$ cat config.mk
export PLATFORM = sky130hd
export DESIGN_NAME = rx_tlp_trigger
export DESIGN_NICKNAME = d
export VERILOG_FILES = /design/src/rtl/rx_tlp_trigger_pkg.sv /design/src/rtl/rx_occupancy_calc.sv /design/src/rtl/rx_tlp_trigger.sv
export SDC_FILE = /design/constraint.sdc
export NUM_CORES = 1
export LEC_CHECK = 0
export ABC_AREA = 1
export CAP_MARGIN = 20
export CORE_ASPECT_RATIO = 1.1
export CORE_UTILIZATION = 59
export DETAILED_ROUTE_END_ITERATION = 6
export DONT_BUFFER_PORTS = 1
export PLACE_DENSITY = 0.75
export SLEW_MARGIN = 10
export SYNTH_ARGS = -nofsm -noshare
export SYNTH_HDL_FRONTEND = slang
export SYNTH_SLANG_ARGS = --single-unit
$ cat constraint.sdc
create_clock -name trn_clk -period 4 [get_ports trn_clk]
set_clock_uncertainty 0.1 [all_clocks]
set_input_delay 0.6 -clock trn_clk [delete_from_list [all_inputs] [get_ports trn_clk]]
set_output_delay 0.6 -clock trn_clk [all_outputs]
set_load 0.01 [all_outputs]
$ cat src/rtl/rx_tlp_trigger_pkg.sv
`default_nettype none
// ============================================================================
// Module   : rx_tlp_trigger_pkg
// Brief    : Shared constants and FSM encoding for the RX TLP trigger block.
// Revision : 1.0 - initial release
// ============================================================================
package rx_tlp_trigger_pkg;

    localparam int c_BF           = 9;        // RAM address MSB
    localparam int c_HP_QWORDS    = 262144;   // 2 MB huge page in qwords
    localparam int c_MAX_TLP_QW   = 16;       // largest data TLP payload
    localparam int c_QW_W         = 5;        // width of a 1..16 qword count
    localparam int c_HP_W         = 19;       // width of the huge-page fill count

    typedef enum logic [1:0] {
        ST_IDLE    = 2'd0,
        ST_TRIG    = 2'd1,
        ST_CHG     = 2'd2,
        ST_WAIT_RD = 2'd3
    } state_t;

endpackage
`default_nettype wire

$ cat src/rtl/rx_occupancy_calc.sv
`default_nettype none
// ============================================================================
// Module   : rx_occupancy_calc
// Brief    : Registered modulo occupancy of the RX RAM and next TLP size.
// Revision : 1.0 - initial release
// ============================================================================
module rx_occupancy_calc
    import rx_tlp_trigger_pkg::*;
#(
    parameter int BF = c_BF
) (
    input  logic                clk,
    input  logic                rst,
    input  logic [BF+1:0]       i_wr_ptr,
    input  logic [BF+1:0]       i_rd_ptr,
    output logic [BF+1:0]       o_occ,
    output logic [c_QW_W-1:0]   o_n
);

    logic [BF+1:0] r_occ;

    // Wrap bit makes the plain subtraction correct across pointer wrap, full included.
    always_ff @(posedge clk) begin
        if (rst) begin
            r_occ <= '0;
        end else begin
            r_occ <= i_wr_ptr - i_rd_ptr;
        end
    end

    assign o_occ = r_occ;
    assign o_n   = (r_occ >= (BF+2)'(c_MAX_TLP_QW)) ? c_QW_W'(c_MAX_TLP_QW)
                                                    : r_occ[c_QW_W-1:0];

endmodule
`default_nettype wire

$ cat src/rtl/rx_tlp_trigger.sv
`default_nettype none
// ============================================================================
// Module   : rx_tlp_trigger
// Brief    : Decides when to emit a data TLP or close the current huge page.
// Revision : 1.0 - initial release
// ============================================================================
module rx_tlp_trigger
    import rx_tlp_trigger_pkg::*;
#(
    parameter int BF        = c_BF,
    parameter int HP_QWORDS = c_HP_QWORDS,
    parameter int TIMEOUT   = 64
) (
    input  logic                trn_clk,
    input  logic                reset,
    input  logic [BF+1:0]       commited_wr_address,
    input  logic [BF+1:0]       commited_rd_address,
    output logic                trigger_tlp,
    input  logic                trigger_tlp_ack,
    output logic                change_huge_page,
    input  logic                change_huge_page_ack,
    output logic                send_last_tlp_change_huge_page,
    output logic [c_QW_W-1:0]   qwords_to_send
);

    localparam int c_CNT_W = $clog2(TIMEOUT + 1);

    logic [BF+1:0]      w_occ;
    logic [c_QW_W-1:0]  w_n;
    logic               w_occ_zero;
    logic               w_wr_changed;
    logic               w_want;
    logic [c_HP_W:0]    w_hp_sum;

    state_t             r_state;
    logic [c_HP_W-1:0]  r_hp_used;
    logic [c_CNT_W-1:0] r_idle_cnt;
    logic [BF+1:0]      r_rd_snap;
    logic [BF+1:0]      r_wr_prev;
    logic               r_trigger;
    logic               r_change;
    logic               r_send_last;
    logic [c_QW_W-1:0]  r_qwords;

    rx_occupancy_calc #(.BF(BF)) u_occ (
        .clk      (trn_clk),
        .rst      (reset),
        .i_wr_ptr (commited_wr_address),
        .i_rd_ptr (commited_rd_address),
        .o_occ    (w_occ),
        .o_n      (w_n)
    );

    assign w_occ_zero   = (w_occ == '0);
    assign w_wr_changed = (commited_wr_address != r_wr_prev);
    assign w_want       = !w_occ_zero &&
                          ((w_n == c_QW_W'(c_MAX_TLP_QW)) || (r_idle_cnt == c_CNT_W'(TIMEOUT)));
    assign w_hp_sum     = {1'b0, r_hp_used} + (c_HP_W+1)'(w_n);

    always_ff @(posedge trn_clk) begin
        if (reset) begin
            r_state     <= ST_IDLE;
            r_hp_used   <= '0;
            r_idle_cnt  <= '0;
            r_rd_snap   <= '0;
            r_wr_prev   <= '0;
            r_trigger   <= 1'b0;
            r_change    <= 1'b0;
            r_send_last <= 1'b0;
            r_qwords    <= '0;
        end else begin
            r_wr_prev <= commited_wr_address;
            case (r_state)
                ST_IDLE: begin
                    if (w_wr_changed || w_occ_zero) begin
                        r_idle_cnt <= '0;
                    end else if (r_idle_cnt != c_CNT_W'(TIMEOUT)) begin
                        r_idle_cnt <= r_idle_cnt + c_CNT_W'(1);
                    end
                    if (w_want) begin
                        r_idle_cnt <= '0;
                        r_rd_snap  <= commited_rd_address;
                        if (w_hp_sum < (c_HP_W+1)'(HP_QWORDS)) begin
                            r_state     <= ST_TRIG;
                            r_trigger   <= 1'b1;
                            r_qwords    <= w_n;
                            r_send_last <= 1'b0;
                        end else if (w_hp_sum == (c_HP_W+1)'(HP_QWORDS)) begin
                            r_state     <= ST_CHG;
                            r_change    <= 1'b1;
                            r_qwords    <= w_n;
                            r_send_last <= 1'b1;
                        end else begin
                            // Payload would straddle the page: close it empty, retry in the new page.
                            r_state     <= ST_CHG;
                            r_change    <= 1'b1;
                            r_qwords    <= '0;
                            r_send_last <= 1'b0;
                        end
                    end
                end
                ST_TRIG: begin
                    if (r_trigger && trigger_tlp_ack) begin
                        r_trigger <= 1'b0;
                        r_hp_used <= r_hp_used + c_HP_W'(r_qwords);
                        r_state   <= ST_WAIT_RD;
                    end
                end
                ST_CHG: begin
                    if (r_change && change_huge_page_ack) begin
                        r_change  <= 1'b0;
                        r_hp_used <= '0;
                        r_state   <= r_send_last ? ST_WAIT_RD : ST_IDLE;
                    end
                end
                ST_WAIT_RD: begin
                    // Occupancy is stale until the DMA engine commits the read pointer.
                    if (commited_rd_address != r_rd_snap) begin
                        r_state <= ST_IDLE;
                    end
                end
                default: r_state <= ST_IDLE;
            endcase
        end
    end

    assign trigger_tlp                    = r_trigger;
    assign change_huge_page               = r_change;
    assign send_last_tlp_change_huge_page = r_send_last;
    assign qwords_to_send                 = r_qwords;

endmodule
`default_nettype wire

==> results.md, run 1 <==
- Synth unique cells: 38
- Reg-to-reg startpoint: u_occ.o_occ[5]$_SDFF_PP0_
- GP Congestion: 0.940
- Seq/Total Area, Yosys: 32.2%
- Final ANT Viol Nets: 0
- Post-layout min period: 3.15 ns
- Hpwl dp: 8100 um
- WL/cell: 14.5 um
- Die extent in y: 91.5 um
- Starting density of the core: 61.3%
- Req. time, crit path: 4.18 ns
- Final nets: 689
- Area growth from synthesis to layout: 7.26%
- Yosys top cell area share: 32.2%
- Synth Area in Adders: 7.81%
- Crit end category: flip-flop
- PostCTS Resize Cnt: 0
- CP Max Fanout: 6
- Slew @ Worst Pin: 0.830 ns
- CP startpoint: u_occ.o_occ[5]$_SDFF_PP0_
- Proportion of synthesized area in mux cells: 0%
- Post-synth net total: 687
- Via count: 4100
- Worst min path class: input port to flip-flop
- Num CTS Buffers: 9
- Crit share post-route: 78.8%
- Core Region: 7010 um2
- Vias in the first global route: 3991
- Max Root-Sink Buffers: 2
- Area of the die: 7620 um2
- Status: completed
- PwrDens: 457 nW/um2
- Synth area leaders: dfxtp_1, nand2_1, inv_1
- Final TNS setup: 0 ns
- Most common cell in the synthesized netlist: nand2_1
- Yosys warns: 0
- Initial antenna violation count: 0
- Largest net degree at the start of global routing: 34
- Clock Pin Slew Worst Setup and Hold Paths: 0.08 ns
- RSZ-0062 raised after global routing: false
- GRT overflow: 0
- Total Routing Usage GR: 29.5%
- Vias/cell: 5.63
- Top FF cell, synth: dfxtp_1
- Type of origin of the critical path: flip-flop
- Hold path depth: 1
- Row count: 32
- Antenna cells: 0
- Worst Path Arrival: 3.33 ns
- Post-synth top area cell: dfxtp_1
- Setup bufs post-CTS: 0
- Post-synthesis compound-gate area fraction: 17.2%
- Mapped Cells: 636
- Maximum vdd ir drop: 316 uV
- CTS tree: yes
- Hold EP: r_idle_cnt[5]$_SDFFE_PP0P_
- # setup viols final: 0
- Hold path start: reset
- Syn Std Cell Area: 4290 um2
- Max Cap Viol: 0
- Flop2flop setup slack: 0.85 ns
- EDFF count, synth: 0
- Top Ports: 34
- Crit path kind: flip-flop to flip-flop
- Hold buffer count at cts: 0
- R2R depth: 23
- Asr flop ratio synth: 0%
- Max Slew Vio Count: 0
- 1st-iter DRT viols: 190
- I/O Buffers: 0
- Worst Slack Setup Final: 0.849 ns
- H-tree depth: 3
- Worst-Skew Late Latency: 0.35 ns
- Drt pass-1 iters: 5
- Count of final hold-check violations: 0
- Slew HR: 44.5%
- Seq cells post-synth: 69
- Synthesized area per cell: 6.75 um2
- First-pass GRT wire length: 17800 um
- Xor-xnor portion of the synthesized cell area: 3.67%
- Largest family of logic cells by synthesized area: simple AND/OR/NAND/NOR gates
- Reg-to-reg endpoint: qwords_to_send[1]$_SDFFE_PP0P_
- Simple-Gate Fraction of Synth Area: 30.2%
- Sink Count: 69
- Max Clock Freq: 0.317 GHz
- DIE WIDTH: 83.3 um
- Detailed Route WL: 10500 um
- Dpl ws: 0.921 ns
- Remaining DRCs: 0
- Layout cell share with drive strength beyond 1: 7.15%
- Post-synth top cells: nand2_1, inv_1, dfxtp_1
- LEAKAGE: 2.06 nW
- Clk root buf: clkbuf_8
- Fillers: 628
-- cells by family after synthesis --
group | count (synthesis)
AOI/OAI and AO/OA | 136
xor gates and xnor gates | 18
adders and majority gates | 25
buffers and inverters | 101
DFF | 69
and+or+nand+nor | 287
-- stage by stage --
| stage | hold WS (ns) | power, mW | instances | area (um2) | util [%] |
|---|---|---|---|---|---|
| floorplan | 0.343 | 1.29 | 636 | 4290 | - |
| finish | 0.214 | 2.11 | 728 | 4600 | 65.7 |
| detailed placement | 0.377 | 1.42 | 712 | 4370 | 62.3 |
| CTS | 0.200 | 2.12 | 728 | 4600 | 65.7 |
| global route | 0.189 | 2.23 | 728 | 4600 | 65.7 |
| global placement | 0.369 | 1.40 | 712 | 4370 | 62.3 |
-- layout make-up --
cell class                 instances  area, um2  share of cell area [%]
sequential                        69       1380                    30.0
clock buffer                      10        128                    2.77
inverter                          91        342                    7.42
multi-input combinational        466       2530                    54.9
tap                               85        106                    2.31
clock inverter                     6        111                    2.42
timing repair buffer               1       7.51                   0.163
-- flip-flops by register name (all words and copies together) (netlist names) --
| register | count |
|---|---|
| r_idle_cnt | 7 |
| trigger_tlp | 1 |
| change_huge_page | 1 |
| send_last_tlp_change_huge_page | 1 |
| r_state | 2 |
| r_hp_used | 19 |
| r_wr_prev | 11 |
| r_rd_snap | 11 |
| u_occ.o_occ | 11 |
| qwords_to_send | 5 |
-- power by group --
| part | total (mW) | switching, mW | internal, mW | leakage [nW] |
|---|---|---|---|---|
| logic | 0.523 | 0.348 | 0.175 | 1.38 |
| registers | 0.889 | 0.0968 | 0.793 | 0.567 |
| clock network | 0.694 | 0.279 | 0.414 | 0.116 |
-- worst max path at each step --
stage,end,slack [ns],cells after the start
2_1_floorplan,qwords_to_send[1]$_SDFFE_PP0P_,1.33,23
3_5_place_dp,qwords_to_send[4]$_SDFFE_PP0P_,0.92,23
4_1_cts,qwords_to_send[1]$_SDFFE_PP0P_,0.83,23
6_report,qwords_to_send[1]$_SDFFE_PP0P_,0.85,23
5_1_grt,qwords_to_send[1]$_SDFFE_PP0P_,0.48,23
3_3_place_gp,qwords_to_send[1]$_SDFFE_PP0P_,1.11,23
-- placed cells by master, fill, tap and decap left out, types with 11 or more instances in the layout --
cell and count:
a21oi_1 66, inv_1 89, nand2_1 128, ha_1 22, nor3_1 11, nand3_1 44
xnor2_1 12, nor2_1 62, o21ai_0 50, dfxtp_1 69
-- critical path, stage by stage, from the launching register on --
cell and delay (ns):
dfxtp_1 0.30, nor2_1 0.09, nand2_1 0.05, nor2_1 0.18, inv_1 0.14, nor2_1 0.20
ha_1 0.23, inv_1 0.06, fa_1 0.39, inv_1 0.09, nand3_1 0.10, nand2_1 0.12
nand2_1 0.07, nand2_1 0.12, nand2_1 0.06, nand2_1 0.07, nand2_1 0.05, nor2_1 0.10
nand2_1 0.07, nor2_2 0.09, nand2_1 0.07, nand2_2 0.11, nand2_1 0.09, a21oi_2 0.14
-- layer usage --
metal | global-route usage, % | up-vias | share of wire [%] | wire [um]
met3 | 7.09 | 39 | 5.1 | 535
met2 | 51.6 | 124 | 49 | 5130
met4 | 17.4 | 0 | 5.0 | 531
li1 | - | 2098 | - | -
met5 | 0 | - | 0 | 0
met1 | 32.2 | 1839 | 41 | 4330
No activity file was read; power rests on OpenSTA's default activity.
==> run 2, diff against run 1 <==
--- a/config.mk
+++ b/config.mk
@@ -8,10 +8,10 @@
 export ABC_AREA = 1
 export CAP_MARGIN = 20
 export CORE_ASPECT_RATIO = 1.1
-export CORE_UTILIZATION = 59
+export CORE_UTILIZATION = 58
 export DETAILED_ROUTE_END_ITERATION = 6
 export DONT_BUFFER_PORTS = 1
-export PLACE_DENSITY = 0.75
+export PLACE_DENSITY = 0.76
 export SLEW_MARGIN = 10
 export SYNTH_ARGS = -nofsm -noshare
 export SYNTH_HDL_FRONTEND = slang
==> constraint.sdc (replaced) <==
create_clock -name trn_clk -period 2.8 [get_ports trn_clk]
set_clock_uncertainty 0.1 [all_clocks]
set_input_delay 0.42 -clock trn_clk [delete_from_list [all_inputs] [get_ports trn_clk]]
set_output_delay 0.42 -clock trn_clk [all_outputs]
set_load 0.01 [all_outputs]
==> results.md, run 2 (synthesis gave the netlist of run 1 again) <==
- Comb power frac: 27.0%
- Status: completed
- Max Clock Freq: 0.361 GHz
- Hold buffer count at cts: 0
- Final nets: 704
- Most common cell after layout, fill and taps aside: nand2_1
- Clock power frac: 29.3%
- Placed cells: 722
- Worst Path Arrival: 2.95 ns
- Worst min path class: input port to flip-flop
- CTS tree: yes
- Crit share post-route: 99.0%
- Top reg by flops: r_hp_used
- Vias/cell: 5.65
- First-pass GRT wire length: 17700 um
- Type of origin of the critical path: flip-flop
- CP max-delay cell: fa_2
- DIE WIDTH: 84.0 um
- Worst Slack Setup Final: 0.0268 ns
- Final std cells w/o fill: 743
- RSZ-0062 raised after global routing: true
- I/O Buffers: 0
- Clock Pin Slew Worst Setup and Hold Paths: 0.08 ns
- Crit path kind: flip-flop to flip-flop
- Max Slew Vio Count: 0
- Placed Area: 4440 um2
- Final ANT Viol Nets: 0
- PwrDens: 608 nW/um2
- Switching fraction of total power: 35.4%
- Sink Count: 69
- Post-layout min period: 2.77 ns
- Clk root buf: clkbuf_8
- Largest net degree at the start of global routing: 34
- Initial antenna violation count: 0
- Hpwl dp: 8120 um
- Num CTS Buffers: 9
- Max Root-Sink Buffers: 2
- Vias in the first global route: 3941
- Max Cap Viol: 0
- Area of the die: 7750 um2
- WL/cell: 14.8 um
- Most frequent cells in the layout: nand2_1, inv_1, dfxtp_1
- Die extent in y: 92.2 um
- Hold slack: 0.0323 ns
- Detailed Route WL: 11000 um
- Req. time, crit path: 2.97 ns
- Top Ports: 34
- Via count: 4196
- Starting density of the core: 60.6%
- 1st-iter DRT viols: 259
- Final TNS setup: 0 ns
- # setup viols final: 0
- Layout cell share with drive strength beyond 1: 13.2%
- CP Max Fanout: 5
- Slew HR: 50.4%
- LEAKAGE: 2.12 nW
- P_int: 1.89 mW
- Fillers: 618
- Total Routing Usage GR: 28.6%
- Worst-Skew Late Latency: 0.35 ns
- Slew @ Worst Pin: 0.743 ns
- GRT overflow: 0
- Design area: 4810 um2
- Core Region: 7090 um2
- Cell Chain, Critical Path: nor2_1 -> nand2_1 -> nor2_2 -> inv_2 -> nor2_4 -> ha_4 -> inv_2 -> fa_2 -> inv_2 -> nand3_4 -> nand2_2 -> nand2_2 -> nand2_2 -> nand2_1 -> nand2_1 -> nand2_1 -> nor2_1 -> nand2_1 -> nor2_2 -> nand2_2 -> nand2_4 -> nand2_2 -> a21oi_2
- Remaining DRCs: 0
- GP Congestion: 0.937
- Drt pass-1 iters: 5
- Dpl ws: -0.0844 ns
- Row count: 32
- CP max stage delay: 0.36 ns
- H-tree depth: 3
- Psw: 1.04 mW
- Area growth from synthesis to layout: 12.1%
- Count of final hold-check violations: 0
- Maximum vdd ir drop: 407 uV
- Seq pwr share: 43.7%
- Antenna cells: 0
- Number of flip-flops in the largest register: 19
- Crit end category: flip-flop
run 2: changes by cell type in the layout (fill, tap and decap cells not counted), moves of 3 or more:
cell | previous run | this run
buf_4 | 1 | 16
nand2_1 | 128 | 119
nand2_2 | 6 | 14
nor2_1 | 62 | 57
ha_1 | 22 | 18
clkbuf_8 | 9 | 12
ha_4 | 0 | 3
inv_1 | 89 | 86
inv_2 | 2 | 5
nor2_4 | 3 | 6
run 2: repair_timing:
| item | 4_1_cts | 5_1_grt |
|---|---|---|
| gates resized for setup | 6 | 27 |
| setup endpoints to repair | 6 | 10 |
| buffers inserted | 0 | 5 |
| pin swaps | 0 | 15 |
run 2: per-layer routing:
layer  part of all wire (%)  routed length [um]  GRT usage (%)
met4                    2.4                 260           10.8
met3                    5.3                 586           5.94
met1                     41                4550           32.8
met2                     51                5610           52.1
met5                      0                   0              0
run 2: final cells by class:
type | count | area, um2 | area share [%]
Tap cell | 85 | 106 | 2.21
Clock inverter | 3 | 42.5 | 0.884
Timing Repair Buffer | 16 | 120 | 2.50
Sequential cell | 69 | 1380 | 28.7
Multi-Input combinational cell | 466 | 2650 | 55.1
Inverter | 91 | 342 | 7.10
Clock buffer | 13 | 169 | 3.51
run 2: worst paths after layout:
kind | cells after the start | slack [ns] | from | end
worst max-delay path | 23 | 0.03 | u_occ.o_occ[8]$_SDFF_PP0_ | qwords_to_send[2]$_SDFFE_PP0P_
worst min-delay path | 1 | 0.03 | reset | r_idle_cnt[6]$_SDFFE_PP0P_
worst max register to register | 23 | 0.03 | u_occ.o_occ[8]$_SDFF_PP0_ | qwords_to_send[2]$_SDFFE_PP0P_
worst min register to register | 1 | 0.39 | r_hp_used[18]$_SDFFE_PP0P_ | r_hp_used[18]$_SDFFE_PP0P_
run 2: critical path, delay by kind of cell (launching register included):
family                   cells  cell delay, ns
adder cells (fa/ha/maj)      2            0.50
flip-flops                   1            0.30
buffers and inverters        3            0.20
AND/OR/NAND/NOR             17            1.47
AO/OA/AOI/OAI                1            0.13
run 2: power by group through the flow:
| stage | clock network [mW] | logic, mW | registers [mW] |
|---|---|---|---|
| floorplan | 0 | 0.591 | 1.26 |
| detailed placement | 0 | 0.757 | 1.29 |
| finish | 0.857 | 0.790 | 1.28 |
| CTS | 0.870 | 0.768 | 1.27 |
| global route | 0.907 | 0.889 | 1.30 |
| global placement | 0 | 0.723 | 1.28 |
run 2: per-stage QoR:
stage          util (%)  total power [mW]
2_1_floorplan         -              1.85
3_3_place_gp       62.7              2.01
3_5_place_dp       62.7              2.05
4_1_cts            65.8              2.91
5_1_grt            67.9              3.09
6_report           67.9              2.92
